## src/rtl/multicycle_control.sv

```systemverilog
// multicycle_control
// Multicycle main control unit for the 64-bit core. Each instruction walks
// FETCH -> DECODE -> EXEC -> (MEM) -> (WB) -> FETCH. The unit drives the
// datapath control bundle from the state register and the opcode class
// latched in FETCH.
//
// Handshake: instr_ack is high in every FETCH cycle. An instruction
// transfers on a rising edge where instr_valid and instr_ack are both high.
// The producer must hold instr stable while instr_valid is high. In MEM,
// the access completes on the first edge where mem_ready is sampled high.
// mem_ready is ignored in every other state.
//
// Optional build macro MEM_TIMEOUT_EN: bounds MEM waits to TIMEOUT cycles.
// When the bound is hit, the unit pulses mem_err for one cycle and abandons
// the instruction without retiring it.
//
// Ports:
//   clk, rst_n            clock (rising edge), async active-low reset
//   instr_valid, instr    opcode offer from fetch
//   instr_ack             control accepts an instruction (FETCH)
//   zero                  ALU zero flag for branches
//   mem_ready             data memory completes current access
//   ALUOp, ALUsrc, memRead, memWrite, regWrite, memToReg, branch
//                         datapath control bundle (Moore)
//   pc_taken              branch & zero, combinational in EXEC
//   illegal               one-cycle pulse in TRAP
//   state                 current state code (debug)
//   retire_cnt            retired-instruction counter (wraps)
//   mem_err               MEM timeout pulse (0 without MEM_TIMEOUT_EN)
module multicycle_control #(
  parameter int OPC_W   = 7,
  parameter int ALUOP_W = 2,
  parameter int CNT_W   = 16,
  parameter int TIMEOUT = 15
) (
  input  logic               clk,
  input  logic               rst_n,
  input  logic               instr_valid,
  input  logic [OPC_W-1:0]   instr,
  output logic               instr_ack,
  input  logic               zero,
  input  logic               mem_ready,
  output logic [ALUOP_W-1:0] ALUOp,
  output logic               ALUsrc,
  output logic               memRead,
  output logic               memWrite,
  output logic               regWrite,
  output logic               memToReg,
  output logic               branch,
  output logic               pc_taken,
  output logic               illegal,
  output logic [2:0]         state,
  output logic [CNT_W-1:0]   retire_cnt,
  output logic               mem_err
);

  typedef enum logic [2:0] {
    S_FETCH  = 3'd0,
    S_DECODE = 3'd1,
    S_EXEC   = 3'd2,
    S_MEM    = 3'd3,
    S_WB     = 3'd4,
    S_TRAP   = 3'd5
  } state_t;

  typedef enum logic [2:0] {
    C_NONE    = 3'd0,
    C_R       = 3'd1,
    C_IALU    = 3'd2,
    C_LOAD    = 3'd3,
    C_STORE   = 3'd4,
    C_BRANCH  = 3'd5,
    C_ILLEGAL = 3'd6
  } class_t;

  state_t           state_q, state_d;
  class_t           class_q, class_d;
  class_t           instr_class;
  logic [CNT_W-1:0] retire_cnt_q, retire_cnt_d;
  logic             retire;
  logic             mem_done;
  logic             mem_abort;
  logic [1:0]       alu_op;

  // Matching the full-width opcode forces any bits above [6:0] to be zero.
  always_comb begin
    instr_class = C_ILLEGAL;
    case (instr)
      OPC_W'(7'h33): instr_class = C_R;
      OPC_W'(7'h13): instr_class = C_IALU;
      OPC_W'(7'h03): instr_class = C_LOAD;
      OPC_W'(7'h23): instr_class = C_STORE;
      OPC_W'(7'h63): instr_class = C_BRANCH;
      default:       instr_class = C_ILLEGAL;
    endcase
  end

  assign mem_done = (state_q == S_MEM) && mem_ready;

`ifdef MEM_TIMEOUT_EN
  localparam int WAIT_W = $clog2(TIMEOUT + 1);

  logic [WAIT_W-1:0] wait_cnt_q, wait_cnt_d;
  logic              mem_err_q, mem_err_d;

  // The count holds the wait cycles seen so far in this MEM visit. The abort
  // fires on the wait cycle that brings the count to TIMEOUT. A ready in
  // that same cycle still wins, because mem_done is checked first.
  assign mem_abort = (state_q == S_MEM) && !mem_ready &&
                     (wait_cnt_q == WAIT_W'(TIMEOUT - 1));

  always_comb begin
    wait_cnt_d = '0;
    if (state_q == S_MEM && !mem_ready) wait_cnt_d = wait_cnt_q + 1'b1;
    mem_err_d = mem_abort;
  end

  always_ff @(posedge clk or negedge rst_n) begin
    if (!rst_n) begin
      wait_cnt_q <= '0;
      mem_err_q  <= 1'b0;
    end else begin
      wait_cnt_q <= wait_cnt_d;
      mem_err_q  <= mem_err_d;
    end
  end

  assign mem_err = mem_err_q;
`else
  logic unused_timeout;
  assign unused_timeout = (TIMEOUT == 0);
  assign mem_abort      = 1'b0;
  assign mem_err        = 1'b0;
`endif

  // Next state, class latch and retire strobe.
  always_comb begin
    state_d = S_FETCH;
    class_d = class_q;
    retire  = 1'b0;
    case (state_q)
      S_FETCH: begin
        state_d = S_FETCH;
        if (instr_valid) begin
          class_d = instr_class;
          state_d = S_DECODE;
        end
      end
      S_DECODE: state_d = (class_q == C_ILLEGAL) ? S_TRAP : S_EXEC;
      S_EXEC: begin
        case (class_q)
          C_LOAD, C_STORE: state_d = S_MEM;
          C_BRANCH: begin
            state_d = S_FETCH;
            retire  = 1'b1;
          end
          default: state_d = S_WB;
        endcase
      end
      S_MEM: begin
        state_d = S_MEM;
        if (mem_done) begin
          if (class_q == C_LOAD) begin
            state_d = S_WB;
          end else begin
            state_d = S_FETCH;
            retire  = 1'b1;
          end
        end else if (mem_abort) begin
          state_d = S_FETCH;
        end
      end
      S_WB: begin
        state_d = S_FETCH;
        retire  = 1'b1;
      end
      S_TRAP:  state_d = S_FETCH;
      default: state_d = S_FETCH;  // codes 6/7 recover
    endcase
    retire_cnt_d = retire ? retire_cnt_q + 1'b1 : retire_cnt_q;
  end

  always_ff @(posedge clk or negedge rst_n) begin
    if (!rst_n) begin
      state_q      <= S_FETCH;
      class_q      <= C_NONE;
      retire_cnt_q <= '0;
    end else begin
      state_q      <= state_d;
      class_q      <= class_d;
      retire_cnt_q <= retire_cnt_d;
    end
  end

  // Moore outputs. pc_taken is the only term that looks at a live input.
  always_comb begin
    instr_ack = 1'b0;
    alu_op    = 2'b00;
    ALUsrc    = 1'b0;
    memRead   = 1'b0;
    memWrite  = 1'b0;
    regWrite  = 1'b0;
    memToReg  = 1'b0;
    branch    = 1'b0;
    illegal   = 1'b0;
    case (state_q)
      S_FETCH: instr_ack = 1'b1;
      S_EXEC: begin
        case (class_q)
          C_R:    alu_op = 2'b10;
          C_IALU: begin
            alu_op = 2'b10;
            ALUsrc = 1'b1;
          end
          C_LOAD, C_STORE: begin
            alu_op = 2'b00;
            ALUsrc = 1'b1;
          end
          C_BRANCH: begin
            alu_op = 2'b01;
            branch = 1'b1;
          end
          default: alu_op = 2'b00;
        endcase
      end
      S_MEM: begin
        memRead  = (class_q == C_LOAD);
        memWrite = (class_q == C_STORE);
      end
      S_WB: begin
        regWrite = 1'b1;
        memToReg = (class_q == C_LOAD);
      end
      S_TRAP:  illegal = 1'b1;
      default: ;
    endcase
  end

  assign ALUOp      = ALUOP_W'(alu_op);
  assign pc_taken   = branch & zero;
  assign state      = state_q;
  assign retire_cnt = retire_cnt_q;

endmodule
```

## config.mk

```make
export PLATFORM = sky130hd
export DESIGN_NAME = multicycle_control
export DESIGN_NICKNAME = d
export VERILOG_FILES = /design/src/rtl/multicycle_control.sv
export SDC_FILE = /design/constraint.sdc
export NUM_CORES = 1
export LEC_CHECK = 0
export BUFFER_PORTS_ARGS = -buffer_cell sky130_fd_sc_hd__buf_2
export CORE_UTILIZATION = 45
export CTS_CLUSTER_DIAMETER = 150
export DETAILED_ROUTE_END_ITERATION = 7
export GPL_TIMING_DRIVEN = 0
export PLACE_DENSITY_LB_ADDON = 0.1
export SYNTH_ARGS = -nofsm -noshare
export SYNTH_HDL_FRONTEND = slang
export SYNTH_SLANG_ARGS = --single-unit
```

## constraint.sdc

```tcl
create_clock -name clk -period 1.8 [get_ports clk]
set_clock_uncertainty 0.1 [all_clocks]
set_input_delay 0.27 -clock clk [delete_from_list [all_inputs] [get_ports clk]]
set_output_delay 0.27 -clock clk [all_outputs]
set_load 0.1 [all_outputs]
```

Word level (Yosys, flattened, before mapping)

Cells that the tools add are included.

Register bits: 22
Input port bits: 12
Output and inout port bits: 31
Word-level logic and storage cells: 49

Equal/unequal tests: 16
Add/subtract/negate cells: 1
Bitwise logic cells: 1
Reductions and logical operators: 6
Multiplexer cells: 22

Operator list:

| kind                    | count |
|---|---|
| $add A16 B1 Y16 const B | 1 |
| $eq A3 B3 Y1 const B    | 5 |
| $pmux W3 S5             | 1 |
| $eq A7 B6 Y1 const B    | 2 |
| $mux W1                 | 13 |
| $eq A3 B2 Y1 const B    | 4 |
| $pmux W3 S4             | 1 |
| $mux W3                 | 3 |
| $eq A7 B2 Y1 const B    | 1 |
| $eq A7 B5 Y1 const B    | 1 |
| $eq A7 B7 Y1 const B    | 1 |
| $eq A3 B1 Y1 const B    | 2 |
| $pmux W3 S2             | 1 |
| $pmux W2 S2             | 1 |
| $reduce_or A2 Y1        | 2 |
| $logic_not A3 Y1        | 1 |
| $pmux W1 S3             | 1 |
| $reduce_or A3 Y1        | 1 |
| $mux W2                 | 1 |
| $reduce_and A2 Y1       | 1 |
| $and A1 B1 Y1           | 1 |
| $logic_and A1 B1 Y1     | 1 |

Longest topological paths before layout

Gate-level depths: netlist of the first run.

Word-level depth: 4
Depth in mapped cells: 6
Mapped depth without buffers: 4

Worst setup path after synthesis of the first run

No wires, ideal clock.

Path kind: register to output
Start point: reg state_q[2], in the netlist state[2]
End point: out memToReg
Path buffers: 0
Arrival time: 4.046 ns
Data required time: 1.430 ns
Cell stages (with the launch flop): 3
Path slack: -2.616 ns
Path through: dfrtp_1 inv_1 nor4_1

Cells in the longest elaborated chain, start to end: 2

RTL lines:

| element                | line | source |
|---|---|---|
| from (decl)            | 76   | `state_t state_q, state_d;` |
| from (signal assigned) | 189  | `state_q <= state_d;` |
| $eq A3 B3 Y1           | 206  | `case (state_q)` |
| $mux W1                | 206  |  |
| to (decl)              | 48   | `output logic memToReg,` |

Every way passes these cells.

Worst setup path in the final report of the first run

Start point: reg state_q[2], in the netlist state[2]
End point: out pc_taken

Cells in the longest elaborated chain, start to end: 3

RTL lines:

| element       | line | source |
|---|---|---|
| $eq A3 B2 Y1  | 206  |  |
| $mux W1       | 206  |  |
| $and A1 B1 Y1 | 240  | `assign pc_taken = branch & zero;` |
| to (decl)     | 50   | `output logic pc_taken,` |

Every way passes these cells.

==> impl_results.md, run 1 <==
* Placed Area at 1790 sq um
* Crit path time final at 2.19 ns
* Tightest Pin Transition at 0.528 ns
* N_diodes at 0
* H-tree depth at 1
* Relative slew margins at 0.647
* Via count at 1315
* Reg2Reg Launch Point: state[2]
* Die height at 57.2 microns
* Largest net degree at the start of global routing at 23
* Slowest Stage Delay on Critical Path at 0.52 ns
* Core area at 2830 sq um
* Final Instance Area at 2320 sq um
* Min-delay src: instr[1]
* Worst R2R End: retire_cnt[7]
* Clk sink count at 22
* GPL Wtd Cong at 0.769
* Dpl cells at 210
* #FFs+latches synth at 22
* GR Overflow Total at 0
* Drt drc at 1
* Critical path data arrival time at 1.82 ns
* Syn Nets at 151
* Ys flop type: dfrtp_1
* Root buffer cell: clkbuf_4
* Site Rows at 19
* Max_cap viols at 0
* CP endpoint kind: output pin
* Routed wire length per instance at 16.5 microns
* Final slew viol count at 0
* Synth area leaders: dfrtp_1 40%, xor2_1 8.9%, a211oi_2 5.5%
* Setup violators final at 27
* Total die area at 3280 sq um
* Most common cell in the synthesized netlist: dfrtp_1
* Clk buf depth at 2
* Crit-path leading delay family: simple AND/OR/NAND/NOR gates
* Initial Util at 0.485
* Post-synth top area cell: dfrtp_1
* Async SR Flop Fraction at 1.00
* Initial antenna violation count at 0
* Mean Syn Cell Area at 9.95 sq um
* Num CTS Buffers at 3
* Hold slack at 0.166 ns
* # port buffers at 41
* Unrepaired setup endpoints after global routing: true
* WHS Endpoint: class_q[0]
* Post-synthesis cell type count at 40
* Seq/Total Area, Yosys at 0.401
* Clock-pin slew on the worst setup and hold paths at 0.12 ns
* Nets at 222
* IO Count at 43
* WS Path Type: flip-flop to output pin
* First-pass GRT wire length at 5.95 mm
* YS warnings at 0
* Synth Instances at 138
* Reg2Reg Setup Slack at -0.34 ns
* Worst path cell trace: nor4b_4 > nand3_4 > buf_8 > clkinvlp_4 > and2_4 > buf_12
* GRT Overall Usage at 0.241
* Mapped cell area at 1370 sq um
* Worst setup SP type: flip-flop
* Final non-filler cell total at 239
* CP Data Required Time at 1.43 ns
* Clk_lat worst skew at 0.31 ns
* Die width at 57.2 microns
* Failing checks: DRC, setup timing
* HP Class: input port to flip-flop
* Final worst slack at -0.395 ns
* Hold path depth at 3
* Routed Antenna Nets at 0
* Fin Setup TNS at -7.24 ns
* Max Clock Freq at 0.456 GHz
* Synth top cells by count: 22 x dfrtp_1, 19 x nand2_1, 14 x xor2_1
* Synth top area share at 0.401
* Outcome: finished, violations left
* Layout cell share with drive strength beyond 1 at 0.572
* CP max-delay cell: dfrtp_4
* Area grow syn2layout at 68.8%
* Vias/cell at 5.50
* Drt pass-1 iters at 6
* Worst reg2reg path depth at 7
* Final hold vios at 0
* Max FO, Critical Path at 3
* WP buf/inv at 3
* Vias in the first global route at 1243
* HPWL Detailed at 2.18 mm
* Initial DRC Count at 36
* CTS tree: yes
* WL final at 3.94 mm
* Period utilisation layout at 1.22
* Post-synth EDFFs at 0
-- sequential cells by signal (all words and copies together), names as in the netlist --
name	flops
class_q	3
state	3
retire_cnt	16
-- cells in the final DEF (no fill, tap or decap), types with 5 or more instances in the layout --
cell type / n
xor2_1: 14
buf_6: 12
buf_12: 12
dfrtp_1: 17
buf_2: 28
buf_4: 17
clkbuf_4: 5
nand2_1: 16
a211oi_2: 5
nand3_1: 8
-- metrics by stage --
stage	utilization	setup WS, ns
global placement	0.632	-0.425
detailed placement	0.632	-0.443
floorplan	-	-0.713
finish	0.819	-0.395
CTS	0.782	-0.384
global route	0.819	-0.458
-- worst max path at each step --
stage	to	cells past startpoint	from
after floorplan	retire_cnt[8]	5	state[2]
after global placement	pc_taken	7	class_q[1]
after detailed placement	pc_taken	7	class_q[1]
after CTS	pc_taken	6	state[0]
after global routing	pc_taken	6	state[2]
final	pc_taken	6	state[2]
-- area by class of cell --
| type | count | area, sq um |
|---|---|---|
| Multi-Input combinational cell | 104 | 961 |
| Timing Repair Buffer | 69 | 633 |
| Sequential cell | 22 | 564 |
| Fill cell | 169 | 512 |
| Buffer | 5 | 65.1 |
| Tap cell | 31 | 38.8 |
| Clock buffer | 4 | 36.3 |
| Inverter | 4 | 18.8 |
-- worst reg2reg max path: cells and delay by family (launching register included) --
family,cells,cell delay [ns]
AOI/OAI and AO/OA,2,0.48
xor gates and xnor gates,1,0.17
buffers and inverters,3,0.52
DFF,1,0.52
and+or+nand+nor,1,0.29
-- repair_timing --
item,4_1_cts,5_1_grt
gates resized for setup,64,12
setup endpoints to repair,27,28
hold buffers,1,0
hold endpoints to repair,22,0
setup buffers,19,7
pin swaps,12,9
cloned,1,0
-- kinds of logic after synthesis --
group,synth area share
AND/OR/NAND/NOR,0.247
flip-flops,0.401
buffers and inverters,0.0519
adder cells (fa/ha/maj),0.00911
multiplexers,0.00820
AO/OA/AOI/OAI,0.178
other,0.00273
XOR/XNOR,0.102
-- layer usage --
| metal | global-route usage | routed length (microns) | up-vias | part of all wire |
|---|---|---|---|---|
| met2 | 0.420 | 2000 | 40 | 0.51 |
| li1 | - | - | 637 | - |
| met5 | 0 | 0 | - | 0 |
| met1 | 0.307 | 1740 | 632 | 0.44 |
| met3 | 0.0204 | 134 | 6 | 0.034 |
| met4 | 0.108 | 65 | 0 | 0.016 |
Power of run 1 is not shown: default switching activity piles up to over one toggle a cycle in this logic, so the estimate is an artifact.
==> run 2, diff against run 1 <==
--- a/config.mk
+++ b/config.mk
@@ -14,3 +14,4 @@
 export SYNTH_ARGS = -nofsm -noshare
 export SYNTH_HDL_FRONTEND = slang
 export SYNTH_SLANG_ARGS = --single-unit
+export TNS_END_PERCENT = 1
==> constraint.sdc (replaced) <==
create_clock -name clk -period 1.85 [get_ports clk]
set_clock_uncertainty 0.1 [all_clocks]
set_input_delay 0.2775 -clock clk [delete_from_list [all_inputs] [get_ports clk]]
set_output_delay 0.2775 -clock clk [all_outputs]
set_load 0.1 [all_outputs]
==> run 2 against run 1 <==
Effect of this change: the flow still finishes with violations (DRC, setup timing); final area down 15%; setup slack improved by 0.066 ns; core utilization down 12 points; die area did not move; global-route usage is 0.77 points lower; via count is 6.3% lower; sequential share of layout area rose by 4.2 points; first-iteration DRC count is 14% lower.
==> impl_results.md, run 2 (synthesized netlist as in run 1, its figures left out) <==
* HP Class: input port to flip-flop (unchanged)
* Setup violators final at 23 (was 27)
* Site Rows at 19 (unchanged)
* Final non-filler cell total at 220 (was 239)
* Initial Util at 0.485 (unchanged)
* Die width at 57.2 microns (unchanged)
* Clock-pin slew on the worst setup and hold paths at 0.13 ns (was 0.12 ns)
* Leading cell type in the layout, fill and taps excluded: buf_2 (unchanged)
* Number of flip-flops in the largest register at 16 (unchanged)
* Period utilisation layout at 1.18
* Initial antenna violation count at 0 (unchanged)
* Drt drc at 3 (was 1)
* Largest net degree at the start of global routing at 23 (unchanged)
* Routed Antenna Nets at 0 (unchanged)
* Worst setup SP type: flip-flop (unchanged)
* GR Overflow Total at 0 (unchanged)
* Tightest Pin Transition at 0.496 ns (was 0.528 ns)
* Root buffer cell: clkbuf_4 (unchanged)
* CP Data Required Time at 1.47 ns (was 1.43 ns)
* WS Path Type: flip-flop to output pin (unchanged)
* HPWL Detailed at 2.35 mm (was 2.18 mm)
* Clk_lat worst skew at 0.32 ns (was 0.31 ns)
* Final slew viol count at 0 (unchanged)
* Routed wire length per instance at 15.5 microns (was 16.5 microns)
* CTS tree: yes (unchanged)
* Critical path data arrival time at 1.80 ns (was 1.82 ns)
* Area grow syn2layout at 43.3% (was 68.8%)
* N_diodes at 0 (unchanged)
* Vias in the first global route at 1316 (was 1243)
* CP endpoint kind: output pin (unchanged)
* Commonest cells after routing, fill and taps aside: 30 x buf_2, 19 x nand2_1, 19 x dfrtp_1, 14 x xor2_1, 9 x buf_4 (was 28 x buf_2, 17 x buf_4, 17 x dfrtp_1, 16 x nand2_1, 14 x xor2_1)
* Dpl cells at 210 (unchanged)
* Drt pass-1 iters at 6 (unchanged)
* GPL Wtd Cong at 0.728 (was 0.769)
* Vias/cell at 5.60 (was 5.50)
* Via count at 1232 (was 1315)
* Die height at 57.2 microns (unchanged)
* Failing checks: DRC, setup timing (unchanged)
* Outcome: finished, violations left (unchanged)
* Max_cap viols at 0 (unchanged)
* Unrepaired setup endpoints after global routing: true (unchanged)
* Crit path time final at 2.18 ns
* H-tree depth at 1 (unchanged)
* WL final at 3.40 mm (was 3.94 mm)
* Clk buf depth at 2 (unchanged)
* GRT Overall Usage at 0.234 (was 0.241)
* Max FO, Critical Path at 3 (unchanged)
* Max Clock Freq at 0.459 GHz
* Layout cell share with drive strength beyond 1 at 0.471 (was 0.572)
* Total die area at 3280 sq um (unchanged)
* # port buffers at 41 (unchanged)
* Clk sink count at 22 (unchanged)
* Core area at 2830 sq um (unchanged)
* Nets at 203 (was 222)
* Initial DRC Count at 31 (was 36)
* IO Count at 43 (unchanged)
* Final worst slack at -0.329 ns (was -0.395 ns)
* Final hold vios at 0 (unchanged)
* Relative slew margins at 0.665 (was 0.647)
* First-pass GRT wire length at 5.91 mm (was 5.95 mm)
* Num CTS Buffers at 3 (unchanged)
==> run 2: cell type report <==
| cell class | instances | area, sq um |
|---|---|---|
| clock buffer | 4 | 26.3 |
| tap | 31 | 38.8 |
| inverter | 4 | 18.8 |
| buffer | 8 | 78.8 |
| fill | 224 | 862 |
| multi-input combinational | 104 | 843 |
| sequential | 22 | 562 |
| timing repair buffer | 47 | 399 |
==> run 2: metal layers <==
layer	up-vias	track usage	routed length, microns
li1	586	-	-
met1	612	0.251	1310
met2	27	0.455	1930
met3	7	0.0295	90
met4	0	0.0976	65
met5	-	0	0
==> run 2: repair_timing <==
item / CTS / global route
hold endpoints to repair: 22 / 0
setup endpoints to repair: 26 / 27
pin swaps: 4 / 3
resized for setup: 45 / 9
hold buffers: 1 / 0
setup buffers: 4 / 1
==> run 2: through the flow <==
stage / instance area [sq um] / hold slack (ns) / setup WS (ns) / utilization / TNS [ns]
6_report: 1970 / 0.182 / -0.329 / 0.695 / -2.35
5_1_grt: 1970 / 0.200 / -0.405 / 0.695 / -4.46
4_1_cts: 1930 / 0.187 / -0.338 / 0.682 / -2.34
3_5_place_dp: 1700 / 0.179 / -0.443 / 0.600 / -2.96
3_3_place_gp: 1700 / 0.170 / -0.419 / 0.600 / -2.50
2_1_floorplan: 1450 / -0.118 / -0.663 / - / -17.69
==> run 2: path summary, 6_finish.rpt <==
| kind | from | end | slack (ns) | cells past startpoint |
|---|---|---|---|---|
| setup / recovery | state[0] | pc_taken | -0.33 | 6 |
| hold / removal | instr[1] | class_q[0] | 0.18 | 3 |
| setup reg to reg | state[0] | retire_cnt[15] | -0.08 | 5 |
| hold reg to reg | retire_cnt[5] | retire_cnt[5] | 0.39 | 1 |
| max in group asynchronous | rst_n | state[1] | 0.95 | 2 |
| min in group asynchronous | rst_n | retire_cnt[11] | 0.33 | 2 |
==> run 2: worst max-delay path, cell delays in order, from the launching register on <==
cell        delay (ns)
dfrtp_4           0.53
nor4b_4           0.33
nand3_4           0.11
buf_8             0.13
clkinvlp_4        0.07
and2_4            0.14
buf_12            0.16
Power of run 2 is left out for the same reason.
